--- src/rtl/axis_ready_lfsr.sv ---
// 16-bit Fibonacci LFSR (x^16+x^14+x^13+x^11) providing the tready throttle bit.
module axis_ready_lfsr #(
    parameter logic [15:0] SEED = 16'hACE1
) (
    input  logic clk,
    input  logic resentn,
    input  logic enable_i,
    output logic bit_o
);

    logic [15:0] lfsr_q;
    logic [15:0] lfsr_d;
    logic        feedback;

    always_comb begin
        feedback = lfsr_q[0] ^ lfsr_q[2] ^ lfsr_q[3] ^ lfsr_q[5];
        lfsr_d   = enable_i ? {feedback, lfsr_q[15:1]} : lfsr_q;
    end

    always_ff @(posedge clk or negedge resentn) begin
        if (!resentn) begin
            lfsr_q <= SEED;
        end else begin
            lfsr_q <= lfsr_d;
        end
    end

    assign bit_o = lfsr_q[0];

endmodule

--- config.mk ---
export PLATFORM = sky130hd
export DESIGN_NAME = axis_ready_lfsr
export DESIGN_NICKNAME = d
export VERILOG_FILES = /design/src/rtl/axis_ready_lfsr.sv
export SDC_FILE = /design/constraint.sdc
export NUM_CORES = 1
export LEC_CHECK = 0
export CAP_MARGIN = 20
export CORE_MARGIN = 2
export CORE_UTILIZATION = 45
export DETAILED_ROUTE_END_ITERATION = 6
export GPL_TIMING_DRIVEN = 0
export PLACE_DENSITY = 0.63
export SLEW_MARGIN = 20
export SYNTH_ARGS = -nofsm -noshare
export SYNTH_HDL_FRONTEND = slang
export SYNTH_SLANG_ARGS = --single-unit
export TNS_END_PERCENT = 100
--- constraint.sdc ---
create_clock -name clk -period 2.6 [get_ports clk]
set_input_delay 0.52 -clock clk [delete_from_list [all_inputs] [get_ports clk]]
set_output_delay 0.52 -clock clk [all_outputs]
set_load 0.02 [all_outputs]
==> results.json, run 1 <==
{
  "pre_cts_slack_ps": 953,
  "netlist_area_um2": 676,
  "cts_tree": "yes",
  "track_usage_pct": 11.4,
  "period_share_pct": 74.7,
  "root_buffer": "clkbuf_4",
  "syn2layout_area_growth_pct": 11.1,
  "final_area_um2": 751,
  "cts_setup_buffers": 0,
  "slew_violations": 0,
  "cp.required_ps": 2080,
  "synthCells": 38,
  "rsz0062_at_grt": "false",
  "critical-path-slowest-cell": "clkdlybuf4s50_1",
  "dp_hpwl_um": 636,
  "drive_gt1_share_pct": 65.9,
  "rows": 13,
  "clk_pin_slew_ps": 80,
  "vias": 308,
  "cp.buffers_inverters": 1,
  "power_leakage_nw": 0.323,
  "initial_core_util_pct": 50.0,
  "diodes": 0,
  "path_max_fanout": 3,
  "die_h_um": 42.8,
  "top_register": "lfsr_q",
  "avgSynthCellArea_um2": 17.8,
  "setup_ws_ps": 659,
  "clock_skew_ps": 1.95,
  "routedWlPerCell_um": 14.2,
  "powerDensity_nw_per_um2": 1250,
  "io_buffers": 2,
  "start_kind": "register",
  "hold_class": "register to register",
  "cp.arrival_ps": 1420,
  "p_total_mw": 0.941,
  "ys.warnings.count": 0,
  "drtPass1Iterations": 1,
  "drtIter0Drc": 0,
  "route.detailed.drc": 0,
  "drv_cap": 0,
  "outcome": "completed",
  "nFillCells": 119,
  "cts_sinks": 16,
  "cts_max_level": 1,
  "hold_buffers": 0,
  "fp.dieW_um": 42.8,
  "worst_slew_pin_slew_ps": 675,
  "ys_ff_latch": 16,
  "syn_nets": 41,
  "grt_pass1_wl_mm": 1.52,
  "overflow": 0,
  "min_period_ps": 1940,
  "grt_max_degree": 17,
  "cts-resized-gates": 0,
  "cts_inserted_buffers": 3,
  "vdd_ir_drop_max_mv": 0.515,
  "largest_reg_flops": 16,
  "setup_viol": 0,
  "max_stage_delay_ps": 600,
  "insertion_delay_ps": 270,
  "ant_nets": 0,
  "drt-vias-per-instance": 5.22,
  "fmax_mhz": 515,
  "gp_congestion": 0.693,
  "setup.worst_path.class": "register to primary output",
  "placed_area_um2": 714,
  "final.setup.tns_ps": 0,
  "synth.distinct_cells": 9,
  "grt_pass1_vias": 332,
  "worstSetupEndpointType": "primary output",
  "hold_viol_final": 0,
  "nets": 48,
  "cts_buffer_depth": 2,
  "die_area_um2": 1830,
  "path_cells": "clkdlybuf4s50_1",
  "top_regs": "lfsr_q: 16 flops",
  "io-pin-count": 4,
  "coreArea_um2": 1350,
  "routed_wl_um": 836,
  "synth-seq-area-share_pct": 60.7,
  "antenna_found_initial": 0,
  "max_slew_margin_pct": 54.8,
  "final_cell_mix": "mux2_4, dfstp_2, dfrtp_1",
  "utilization_pct": 55.6,
  "crit_family": "buffers and inverters"
}
## cell families after synthesis
logic type / count (synthesis) / share of synthesized area, %
AO/OA/AOI/OAI: 1 / 0.740
XOR/XNOR: 3 / 3.89
buffers and inverters: 2 / 4.63
flip-flops: 16 / 60.7
multiplexers: 15 / 29.4
AND/OR/NAND/NOR: 1 / 0.555
## area by class of cell
type | instances | area (µm²) | share of cell area [%]
timing repair buffer | 2 | 20.0 | 2.67
tap | 15 | 18.8 | 2.50
clock buffer | 4 | 36.3 | 4.83
sequential | 16 | 410 | 54.7
multi-input combinational | 20 | 234 | 31.2
buffer | 2 | 31.3 | 4.17
## worst reg2reg max path: cells and delay by family (launching register included)
kind | cells | cell delay [ps]
DFF | 1 | 570
AOI/OAI and AO/OA | 1 | 160
xor gates and xnor gates | 2 | 260
## synthesized netlist by cell type (all sizes together)
cell type  count  area share, %
xnor2          3            3.9
buf            2            4.6
a21oi          1           0.74
mux2          15             29
dfrtp          8             30
nor2           1           0.56
dfstp          8             31
## where the power goes
group	internal (mW)	switching, mW	total (mW)
combinational	0.193	0.0888	0.282
sequential	0.423	0.0834	0.506
clock	0.0850	0.0680	0.153
total	0.701	0.240	0.941
## final timing paths
path                                   startpoint                     end  slack [ps]  cells after the start
max                         lfsr_q[0]$_DFFE_PN1P_                   bit_o         660                      1
min reg2reg                lfsr_q[15]$_DFFE_PN1P_  lfsr_q[15]$_DFFE_PN1P_         490                      2
max reg2reg                 lfsr_q[5]$_DFFE_PN1P_  lfsr_q[15]$_DFFE_PN1P_        1540                      3
min                        lfsr_q[15]$_DFFE_PN1P_  lfsr_q[15]$_DFFE_PN1P_         490                      2
min in group asynchronous                 resentn   lfsr_q[9]$_DFFE_PN0P_         650                      1
max in group asynchronous                 resentn   lfsr_q[2]$_DFFE_PN0P_        1520                      1
## per-stage QoR
stage	hold WS (ps)	cells
floorplan	224	38
global placement	478	55
detailed placement	484	55
CTS	497	59
global route	511	59
finish	492	59
## routing by layer
metal | vias to the layer above | GRT usage (%) | routed length (µm)
li1 | 144 | - | -
met1 | 159 | 13.9 | 355
met2 | 3 | 18.8 | 454
met3 | 2 | 2.55 | 19
met4 | 0 | 5.63 | 7
met5 | - | 0 | 0
(Power assumes the default switching activity.)
==> inputs of run 2 (changes only) <==
==> constraint.sdc (replaced) <==
create_clock -name clk -period 1.8 [get_ports clk]
set_input_delay 0.36 -clock clk [delete_from_list [all_inputs] [get_ports clk]]
set_output_delay 0.36 -clock clk [all_outputs]
set_load 0.02 [all_outputs]
==> results.json, run 2 (synthesis results as in run 1) <==
{
  "outcome": "completed",
  "dp_hpwl_um": 636,
  "critical_path_depth": 1,
  "path_max_fanout": 3,
  "setup_viol": 0,
  "start_kind": "register",
  "seqPwrFrac_pct": 54.1,
  "powerDensity_nw_per_um2": 1800,
  "rrSetupSlack_ps": 740,
  "root_buffer": "clkbuf_4",
  "ant_nets": 0,
  "period_share_pct": 83.9,
  "route.detailed.drc": 0,
  "nets": 48,
  "io_buffers": 2,
  "cp.arrival_ps": 1150,
  "setup.worst_path.class": "register to primary output",
  "die_area_um2": 1830,
  "p_int_mw": 1.00,
  "path_cells": "dlygate4sd2_1",
  "p_sw_share_pct": 25.6,
  "utilization_pct": 55.5,
  "drt-vias-per-instance": 5.22,
  "cp.required_ps": 1440,
  "largest_reg_flops": 16,
  "initial_core_util_pct": 50.0,
  "coreArea_um2": 1350,
  "power_leakage_nw": 0.325,
  "antenna_found_initial": 0,
  "grt_max_degree": 17,
  "max_stage_delay_ps": 550,
  "grt_pass1_wl_mm": 1.52,
  "cts_buffer_depth": 2,
  "crit_family": "flip-flops",
  "hold_class": "input pin to register",
  "drive_gt1_share_pct": 65.9,
  "min_period_ps": 1510,
  "worst_slew_pin_slew_ps": 675,
  "top_register": "lfsr_q",
  "clock_skew_ps": 1.95,
  "max_slew_margin_pct": 54.8,
  "gp_congestion": 0.693,
  "vdd_ir_drop_max_mv": 0.743,
  "fmax_mhz": 662,
  "cp.buffers_inverters": 1,
  "hold_viol_final": 0,
  "ff2ff_path_depth": 3,
  "grt_pass1_vias": 332,
  "track_usage_pct": 11.4,
  "hold_depth": 2,
  "cts_tree": "yes",
  "routed_wl_um": 836,
  "diodes": 0,
  "cts_inserted_buffers": 3,
  "overflow": 0,
  "vias": 308,
  "critical-path-slowest-cell": "dfstp_2",
  "final.setup.tns_ps": 0,
  "fp.dieW_um": 42.8,
  "drv_cap": 0,
  "insertion_delay_ps": 270,
  "routedWlPerCell_um": 14.2,
  "clk_pin_slew_ps": 80,
  "final_cell_mix": "mux2_4, dfstp_2, dfrtp_1",
  "cts_sinks": 16,
  "drtPass1Iterations": 1,
  "top_regs": "lfsr_q: 16 flops",
  "pwr-share-clk_pct": 16.4,
  "slew_violations": 0,
  "drtIter0Drc": 0,
  "rsz0062_at_grt": "false",
  "worstSetupEndpointType": "primary output",
  "die_h_um": 42.8,
  "p_sw_mw": 0.346,
  "cts_max_level": 1,
  "pwr-share-comb_pct": 29.6,
  "io-pin-count": 4,
  "rows": 13,
  "nFillCells": 118,
  "syn2layout_area_growth_pct": 10.9
}
==> run 2: cell types whose count changed in the layout (fill, tap and decap cells not counted) <==
cell	previous run	this run
clkdlybuf4s50_1	2	1
dlygate4sd2_1	0	1
==> run 2: worst paths after layout <==
| kind | to | start |
|---|---|---|
| worst min register to register | lfsr_q[15]$_DFFE_PN1P_ | lfsr_q[15]$_DFFE_PN1P_ |
| worst max-delay path | bit_o | lfsr_q[0]$_DFFE_PN1P_ |
| min in group asynchronous | lfsr_q[9]$_DFFE_PN0P_ | resentn |
| worst min-delay path | lfsr_q[3]$_DFFE_PN0P_ | enable_i |
| max in group asynchronous | lfsr_q[2]$_DFFE_PN0P_ | resentn |
| worst max register to register | lfsr_q[15]$_DFFE_PN1P_ | lfsr_q[5]$_DFFE_PN1P_ |
==> run 2: power groups by stage <==
stage	registers [mW]	logic, mW	clock network [mW]
after global placement	0.717	0.396	0
after detailed placement	0.739	0.414	0
after CTS	0.735	0.406	0.234
after floorplan	0.711	0.328	0
final	0.731	0.400	0.221
after global routing	0.763	0.432	0.251
==> run 2: repair_timing <==
item / in CTS / in global routing
hold buffers: 0 / 0
gates resized for setup: 1 / 0
setup endpoints to repair: 1 / 0
buffers inserted: 0 / 0
==> run 2: through the flow <==
| stage | instances | worst slack [ps] | power, mW | cell area [µm²] | hold WS (ps) |
|---|---|---|---|---|---|
| floorplan | 38 | 779 | 1.04 | 676 | 64.4 |
| global route | 59 | 239 | 1.45 | 749 | 389 |
| CTS | 59 | 270 | 1.37 | 749 | 384 |
| finish | 59 | 290 | 1.35 | 749 | 393 |
| detailed placement | 55 | 313 | 1.15 | 714 | 484 |
| global placement | 55 | 319 | 1.11 | 714 | 478 |
==> run 2: metal layers <==
metal	vias to the layer above	wire, µm	track usage [%]
met1	159	355	13.9
met2	3	454	18.8
met5	-	0	0
li1	144	-	-
met4	0	7	5.63
met3	2	19	2.55
==> run 2: final cells by class <==
type | instances | area [µm²] | area share (%)
buffer | 2 | 31.3 | 4.17
clock buffer | 4 | 36.3 | 4.84
multi-input combinational | 20 | 234 | 31.2
sequential | 16 | 410 | 54.8
tap | 15 | 18.8 | 2.50
timing repair buffer | 2 | 18.8 | 2.50
